===== src/rtl/riscv_pkg.sv =====
// Shared fetch-stage constants: opcodes, NOP encoding, FSM state codes and the buffer entry layout.
package riscv_pkg;

    localparam logic [6:0]  OPCODE_BRANCH = 7'b1100011;
    localparam logic [6:0]  OPCODE_JAL    = 7'b1101111;
    localparam logic [31:0] NOP_INSTR     = 32'h0000_0013;

    // Fetch FSM state encoding
    localparam logic [1:0] S_IDLE = 2'd0;
    localparam logic [1:0] S_REQ  = 2'd1;
    localparam logic [1:0] S_WAIT = 2'd2;
    localparam logic [1:0] S_DROP = 2'd3;

    // One buffered fetch result handed to Decode
    typedef struct packed {
        logic [31:0] instr;
        logic [31:0] pc;
        logic        pred;
    } fetch_entry_t;

    localparam int unsigned ENTRY_W = $bits(fetch_entry_t);

endpackage


===== src/rtl/fetch_fifo.sv =====
// Small synchronous FIFO holding fetched instructions; synchronous clear, occupancy count output.
module fetch_fifo #(
    parameter int unsigned WIDTH = 65,
    parameter int unsigned DEPTH = 2,
    parameter int unsigned CNT_W = $clog2(DEPTH + 1)
) (
    input  logic             clk,
    input  logic             rst,
    input  logic             clear,
    input  logic             push,
    input  logic [WIDTH-1:0] din,
    input  logic             pop,
    output logic [WIDTH-1:0] dout,
    output logic             empty,
    output logic [CNT_W-1:0] count
);

    localparam int unsigned PTR_W = (DEPTH > 1) ? $clog2(DEPTH) : 1;

    logic [WIDTH-1:0] mem [DEPTH];
    logic [PTR_W-1:0] rd_ptr;
    logic [PTR_W-1:0] wr_ptr;
    logic             do_push;
    logic             do_pop;

    // Wrap a pointer at DEPTH so non-power-of-two depths work
    function automatic logic [PTR_W-1:0] ptr_inc(input logic [PTR_W-1:0] p);
        return (p == PTR_W'(DEPTH - 1)) ? '0 : p + PTR_W'(1);
    endfunction

    assign do_pop  = pop && (count != '0);
    assign do_push = push && ((count != CNT_W'(DEPTH)) || do_pop);
    assign empty   = (count == '0);
    assign dout    = mem[rd_ptr];

    // Pointer and occupancy bookkeeping; clear wins over push/pop
    always_ff @(posedge clk or posedge rst) begin
        if (rst) begin
            rd_ptr <= '0;
            wr_ptr <= '0;
            count  <= '0;
        end else if (clear) begin
            rd_ptr <= '0;
            wr_ptr <= '0;
            count  <= '0;
        end else begin
            if (do_push) wr_ptr <= ptr_inc(wr_ptr);
            if (do_pop)  rd_ptr <= ptr_inc(rd_ptr);
            case ({do_push, do_pop})
                2'b10:   count <= count + CNT_W'(1);
                2'b01:   count <= count - CNT_W'(1);
                default: ;
            endcase
        end
    end

    // Entry storage, data only (no reset needed)
    always_ff @(posedge clk) begin
        if (do_push && !clear) mem[wr_ptr] <= din;
    end

endmodule


===== src/rtl/fetch_unit.sv =====
// Instruction fetch stage: single-outstanding imem requests, 2-entry buffer, flush redirect, BTFN prediction.
module fetch_unit #(
    parameter logic [31:0] RESET_PC   = 32'h0000_0000,
    parameter logic [31:0] NOP_INSTR  = riscv_pkg::NOP_INSTR,
    parameter int unsigned FIFO_DEPTH = 2,
    parameter bit          BTFN_EN    = 1'b1
) (
    input  logic        clk,
    input  logic        rst,
    output logic        o_imem_req,
    output logic [31:0] o_imem_addr,
    input  logic        i_imem_ready,
    input  logic        i_imem_rvalid,
    input  logic [31:0] i_imem_rdata,
    output logic        o_valid,
    output logic [31:0] o_instr,
    output logic [31:0] o_pc,
    output logic        o_prediction,
    input  logic        i_stall,
    input  logic        i_flush,
    input  logic [31:0] i_branch_pc
);

    import riscv_pkg::*;

    localparam int unsigned CNT_W = $clog2(FIFO_DEPTH + 1);

    logic [1:0]       state;
    logic [1:0]       state_nxt;
    logic [31:0]      fetch_pc;
    logic [31:0]      fetch_pc_nxt;
    logic             accept;
    logic             fifo_push;
    logic             fifo_pop;
    logic             fifo_empty;
    logic [CNT_W-1:0] fifo_count;
    fetch_entry_t     push_entry;
    fetch_entry_t     head;
    logic [6:0]       opcode;
    logic [31:0]      imm_b;
    logic [31:0]      imm_j;
    logic             is_jal;
    logic             pred;
    logic [31:0]      next_pc;

    // A request goes out only when the buffer has room for its response
    assign o_imem_req  = (state == S_REQ) && (fifo_count < CNT_W'(FIFO_DEPTH));
    assign o_imem_addr = fetch_pc;
    assign accept      = o_imem_req && i_imem_ready;

    // Static BTFN prediction from the returning instruction word
    always_comb begin
        opcode  = i_imem_rdata[6:0];
        imm_b   = {{20{i_imem_rdata[31]}}, i_imem_rdata[7], i_imem_rdata[30:25],
                   i_imem_rdata[11:8], 1'b0};
        imm_j   = {{12{i_imem_rdata[31]}}, i_imem_rdata[19:12], i_imem_rdata[20],
                   i_imem_rdata[30:21], 1'b0};
        is_jal  = (opcode == OPCODE_JAL);
        pred    = BTFN_EN && (is_jal || ((opcode == OPCODE_BRANCH) && imm_b[12]));
        next_pc = (pred ? fetch_pc + (is_jal ? imm_j : imm_b) : fetch_pc + 32'd4) & ~32'd3;
    end

    // Next-state, next-PC and push decision; a flush overrides everything
    always_comb begin
        state_nxt    = state;
        fetch_pc_nxt = fetch_pc;
        fifo_push    = 1'b0;
        case (state)
            S_IDLE: state_nxt = S_REQ;
            S_REQ:  if (accept) state_nxt = S_WAIT;
            S_WAIT: begin
                if (i_imem_rvalid) begin
                    fifo_push    = 1'b1;
                    fetch_pc_nxt = next_pc;
                    state_nxt    = S_REQ;
                end
            end
            S_DROP: if (i_imem_rvalid) state_nxt = S_REQ;
            default: state_nxt = S_IDLE;
        endcase
        if (i_flush) begin
            fifo_push    = 1'b0;
            fetch_pc_nxt = i_branch_pc & ~32'd3;
            // Anything in flight for the old path must be swallowed
            if (((state == S_REQ) && accept) || ((state == S_WAIT) && !i_imem_rvalid))
                state_nxt = S_DROP;
        end
    end

    // FSM state and fetch PC registers
    always_ff @(posedge clk or posedge rst) begin
        if (rst) begin
            state    <= S_IDLE;
            fetch_pc <= RESET_PC;
        end else begin
            state    <= state_nxt;
            fetch_pc <= fetch_pc_nxt;
        end
    end

    assign push_entry = '{instr: i_imem_rdata, pc: fetch_pc, pred: pred};
    assign fifo_pop   = !fifo_empty && !i_stall;

    fetch_fifo #(
        .WIDTH (ENTRY_W),
        .DEPTH (FIFO_DEPTH),
        .CNT_W (CNT_W)
    ) u_fifo (
        .clk   (clk),
        .rst   (rst),
        .clear (i_flush),
        .push  (fifo_push),
        .din   (push_entry),
        .pop   (fifo_pop),
        .dout  (head),
        .empty (fifo_empty),
        .count (fifo_count)
    );

    assign o_valid      = !fifo_empty;
    assign o_instr      = o_valid ? head.instr : NOP_INSTR;
    assign o_pc         = o_valid ? head.pc : 32'd0;
    assign o_prediction = o_valid && head.pred;

endmodule


===== config.mk =====
export PLATFORM = sky130hd
export DESIGN_NAME = fetch_unit
export DESIGN_NICKNAME = d
export VERILOG_FILES = /design/src/rtl/riscv_pkg.sv /design/src/rtl/fetch_fifo.sv /design/src/rtl/fetch_unit.sv
export SDC_FILE = /design/constraint.sdc
export NUM_CORES = 1
export LEC_CHECK = 0
export CORE_UTILIZATION = 56
export DETAILED_ROUTE_END_ITERATION = 8
export GPL_TIMING_DRIVEN = 0
export HOLD_SLACK_MARGIN = 0.02
export PLACE_DENSITY = 0.87
export SYNTH_ARGS = -nofsm -noshare
export SYNTH_HDL_FRONTEND = slang
export SYNTH_SLANG_ARGS = --single-unit

===== constraint.sdc =====
create_clock -name clk -period 10.5 [get_ports clk]
set_clock_uncertainty 0.05 [all_clocks]
set_input_delay 2.1 -clock clk [delete_from_list [all_inputs] [get_ports clk]]
set_output_delay 2.1 -clock clk [all_outputs]
set_load 0.01 [all_outputs]

After elaboration in Yosys (flattened, before gate mapping). Memory sizes are Yosys's and may differ from the RTL's. Index checks and enable logic that the tools add are counted.

Add/sub/neg operators: 6. Magnitude comparators: 1. Eq/ne operators: 8. Muxes and demuxes: 25. Reduce and logical (&&, ||, !) cells: 27.

Operators with widths (count): $mux 32 (6); $add 32x3->32 const B (1); $add 32x32->32 (1); $mux 20 (1); $eq 7x7->1 const B (2); $mux 1 (11); $logic_and 1x1->1 (10); $mux 2 (5); $reduce_bool 2->1 (5); $eq 2x2->1 const B (3); $pmux 2 s3 (1); $eq 2x1->1 const B (2); $logic_not 1->1 (4); $logic_not 2->1 (2); $pmux 2 s2 (1); $logic_or 1x1->1 (3); $reduce_bool 3->1 (1); $add 1x1->1 const B (2); $add 2x1->2 const B (1); $lt 2x2->1 const B (1); $ne 2x2->1 const B (1); $reduce_and 2->1 (1); $reduce_or 2->1 (1); $sub 2x1->2 const B (1).

Register bits: 38. Memory bits (writable): 130. Input bits: 70. Output and inout bits: 99. Word-level logic and storage cells: 73. Memories: 1.

Memory list: u_fifo.mem (words 2, bits a word 65, rd ports 1, clocked after memory_dff 0, write ports 1, RTL line fetch_fifo.sv:20) `logic [WIDTH-1:0] mem [DEPTH];`.

Longest topological paths before layout.
Depth in word-level cells: 9. Gate-level depth with buffers: 17.

Cells and area by module. From an unflattened synthesis, not the netlist that was laid out.

Cells, all modules: 724. Area, all modules: 8615.8 um^2.

By module, submodules not included: fetch_fifo (times used 1, cells each 230, area each 4966.0 um^2, seq. area each 4003.8 um^2); fetch_unit (times used 1, cells each 494, area each 3649.8 um^2, seq. area each 800.8 um^2).

Worst setup path before layout. Ideal clock, no wire load.

Path kind: in2reg. From: in i_imem_rvalid. To: mem u_fifo.mem[1][0] (enable). Setup time: 575 ps. Data arrival time: 7337 ps. Setup slack: 2538 ps. Stages: 4. Path buffers: 0. Path through: nand2_1 nor2_1 o21ai_0 nor3b_1.

Cells in the longest elaborated chain, start to end: 7.

RTL lines: start: declaration (RTL line fetch_unit.sv:13) `input logic i_imem_rvalid,`; $mux 1 (RTL line fetch_unit.sv:72) `if (i_imem_rvalid) begin`; $mux 1 (RTL line fetch_unit.sv:68) `case (state)`; $mux 1 (RTL line fetch_unit.sv:81) `if (i_flush) begin`; $logic_and 1x1->1 (RTL line fetch_fifo.sv:32) `assign do_push = push && ((count != CNT_W'(DEPTH)) || do_pop);`; $logic_and 1x1->1 (RTL line fetch_fifo.sv:59) `if (do_push && !clear) mem[wr_ptr] <= din;`; $mux 1 (RTL line fetch_fifo.sv:59); $mux 1 (not written as such) (RTL line fetch_fifo.sv:59); end: declaration (RTL line fetch_fifo.sv:20).

Every way passes these cells.

Worst setup path after layout.
From: in i_imem_rdata[5]. To: reg fetch_pc[31] (netlist: o_imem_addr[31]).

Cells in the longest elaborated chain, start to end: 7. Elaborated cells between the ends (all ways): 10.

RTL lines: start: declaration (RTL line fetch_unit.sv:14) `input logic [31:0] i_imem_rdata,`; $eq 7x7->1 (on tied branches) (RTL line fetch_unit.sv:58, fetch_unit.sv:59); $mux 20 or $logic_and 1x1->1 (tied branches) (RTL line fetch_unit.sv:60, fetch_unit.sv:59); $add 32x32->32 or $logic_or 1x1->1 (tied branches) (RTL line fetch_unit.sv:60, fetch_unit.sv:59); $mux 32 * (RTL line fetch_unit.sv:60) `next_pc = (pred ? fetch_pc + (is_jal ? imm_j : imm_b) : fetch_pc + 32'd4) & ~32'd3;`; $mux 32 * (RTL line fetch_unit.sv:72); $mux 32 * (RTL line fetch_unit.sv:68); $mux 32 * (RTL line fetch_unit.sv:81); end signal: assignment (RTL line fetch_unit.sv:97) `fetch_pc <= fetch_pc_nxt;`; end: declaration (RTL line fetch_unit.sv:30) `logic [31:0] fetch_pc;`.

Every way passes the cells marked *; elsewhere a longest branch is shown, timed or not. The select of a mux whose other input is x is not followed. A chain may end at the register's enable or synchronous reset.

==> flow_summary.toml <==
[detailed_routing]
drt_iter0_drc = 673
vias = 6590
post-route-drc-count = 0
finalWirelength_mm = 22.8
post_drt_wl_per_cell_microns = 21.0
postRouteAntennaNets = 0
firstDrtPassIters = 6
vias_per_cell = 6.05

[synthesis]
yosys-top-cells-area = "edfxtp_1, dfrtp_1, mux2i_1"
synth-edff-count = 126
avgSynthCellArea_sq_um = 11.5
syn_inst = 702
yosysWarnings = 0
ys_types = 63
ys_dominant_reg_cell = "edfxtp_1"
synth_most_common_cell = "edfxtp_1"
yosysTopAreaCell = "edfxtp_1"
synth-seq-cells = 162
synthTopCellsByCount = "edfxtp_1, nor2_1, mux2i_1"
synthArstFlopShare_pct = 22.2
ys_seq_area_share_pct = 58.2
synth_top_area_share_pct = 47.0
syn_area_sq_um = 8050

[timing]
period_share_pct = 61.6
rsz0062_at_grt = "no"
worst_pin_slew_ns = 1.12
final.setup.tns_ns = 0
slew_headroom_pct = 25.0
min_period_ns = 6.46
max_freq_mhz = 155
setup_viol = 0
hold_violations = 0
slew_violations = 0

[grt]
globalRoute.totalOverflow = 0
grt_pass1_wl_mm = 34.6
antenna_found_initial = 0
grt_pass1_vias = 6412
grt_max_degree = 37
grt_usage_pct = 31.4

[die]
io_pins = 169
start_util_pct = 57.8
rows = 43
die_area_sq_um = 14900
die_height_microns = 122
core_area_sq_um = 13900
die_x_microns = 122

[clock_tree]
clock_latency_ns = 0.43
htree_levels = 4
cts_setup_buffers = 0
clk_root_buffer_cell = "clkbuf_16"
clk_path_buf_depth = 2
cts_sinks = 162
cts_made_buffers = 17
hold_buffers = 0
postCtsResizedCells = 0
clkSlewWorstSetupHoldPaths_ns = 0.07
tritoncts = "done"

[setup_path]
slowest_delay_ns = 0.52
regToRegSetupSlack_ns = 7.36
slowest_stage = "clkdlybuf4s50_1"
cp_max_fo = 10
crit_type = "input port to flip-flop"
critical_path_required_ns = 10.77
cp_data_arrival_time_ns = 6.73
start_kind = "input port"
worstSetupEndpointType = "flip-flop"
crit_chain = "clkdlybuf4s50_1, and4b_1, and2_1, clkbuf_1, and3_1, clkbuf_1, nand2_1, a21oi_1, ha_1, a211oi_1, o211ai_1, nand2_1, o211ai_2, a221oi_1, o2111ai_1, a21o_1, a31o_2"

[place]
place_inst = 1057
hpwlAfterDp_mm = 16.2
port_buffers = 162
gp_congestion = 0.943

[min_path]
hold_path.class = "flip-flop to flip-flop"

[run]
max_cap_viol_count = 0

[layout]
fin_cells = 1089
antenna_cells = 0
drive_gt1_share_pct = 7.15
syn_to_final_growth_pct = 32.1
fin_nets = 985

[power]
ir_drop_uv = 103
powerDensity_nw_per_um2 = 146
p_leak_nw = 3.81

[outcome]
status = "finished clean"
==> worst paths after layout <==
kind | startpoint | to | depth (start not counted)
hold reg to reg | o_imem_addr[23] | u_fifo.mem[0][24] | 0
max in group asynchronous | rst | o_imem_addr[17] | 2
min in group asynchronous | rst | o_imem_addr[5] | 2
setup / recovery | i_imem_rdata[5] | o_imem_addr[31] | 17
setup reg to reg | o_imem_addr[2] | o_imem_addr[20] | 11
hold / removal | o_imem_addr[23] | u_fifo.mem[0][24] | 0
==> routing by layer <==
layer | up-vias | share of wire [%] | GRT usage (%)
li1 | 2978 | - | -
met1 | 3218 | 42 | 41.8
met2 | 353 | 49 | 51.1
met3 | 41 | 7.2 | 6.32
met4 | 0 | 2.0 | 11.5
met5 | - | 0 | 0
==> report_power, final <==
group	total [mW]	switching, mW	internal, mW
sequential	0.737	0.0256	0.712
combinational	0.180	0.0921	0.0876
clock	0.639	0.262	0.377
==> through the flow <==
| step | util (%) | worst slack (ns) | total power, mW | hold slack [ns] | area, sq um |
|---|---|---|---|---|---|
| global route | 76.4 | 3.82 | 1.60 | 0.506 | 10600 |
| global placement | 71.1 | -0.379 | 0.919 | 0.455 | 9910 |
| CTS | 76.4 | 4.16 | 1.55 | 0.481 | 10600 |
| finish | 76.4 | 4.04 | 1.56 | 0.484 | 10600 |
| floorplan | - | 2.54 | 0.826 | 0.440 | 8070 |
| detailed placement | 72.0 | 3.79 | 0.925 | 0.471 | 10000 |
==> layout by cell type, fill, tap and decap left out, types with 15 or more instances in the layout <==
master             n
edfxtp_1         126
dfrtp_1           36
nand2_1           47
nor3_1            15
nand3_1           21
o21ai_0           27
ha_1              18
clkdlybuf4s50_1  162
and3_1            18
clkbuf_1          30
mux2i_1           74
clkbuf_16         17
a21oi_1           35
nor2_1           102
==> layout make-up <==
type                            instances  area, sq um
Clock buffer                           17          425
Inverter                               10         37.5
Clock inverter                         15          180
Sequential cell                       162         4680
Buffer                                 40          166
Multi-Input combinational cell        493         3190
Fill cell                             883         3290
Timing Repair Buffer                  172         1730
Tap cell                              180          225
==> logic make-up after synthesis <==
family | count (synthesis) | synth area share [%]
buffers and inverters | 50 | 2.53
other | 1 | 0.0466
adder cells (fa/ha/maj) | 19 | 3.04
XOR/XNOR | 18 | 1.96
flip-flops | 162 | 58.2
AO/OA/AOI/OAI | 126 | 10.1
multiplexers | 75 | 9.34
AND/OR/NAND/NOR | 251 | 14.8
==> state kept, by name (all words and copies together), names as in the netlist <==
register and flops:
u_fifo.wr_ptr 1, o_imem_addr 30, u_fifo.rd_ptr 1, u_fifo.count 2
state 2, u_fifo.mem 126
==> critical path, delay by kind of cell <==
| family | cells | cell delay, ns |
|---|---|---|
| fa+ha+maj | 1 | 0.33 |
| compound gates | 8 | 2.13 |
| simple gates | 5 | 0.95 |
| buf+inv | 3 | 1.22 |
No activity file was read; power rests on OpenSTA's default activity.
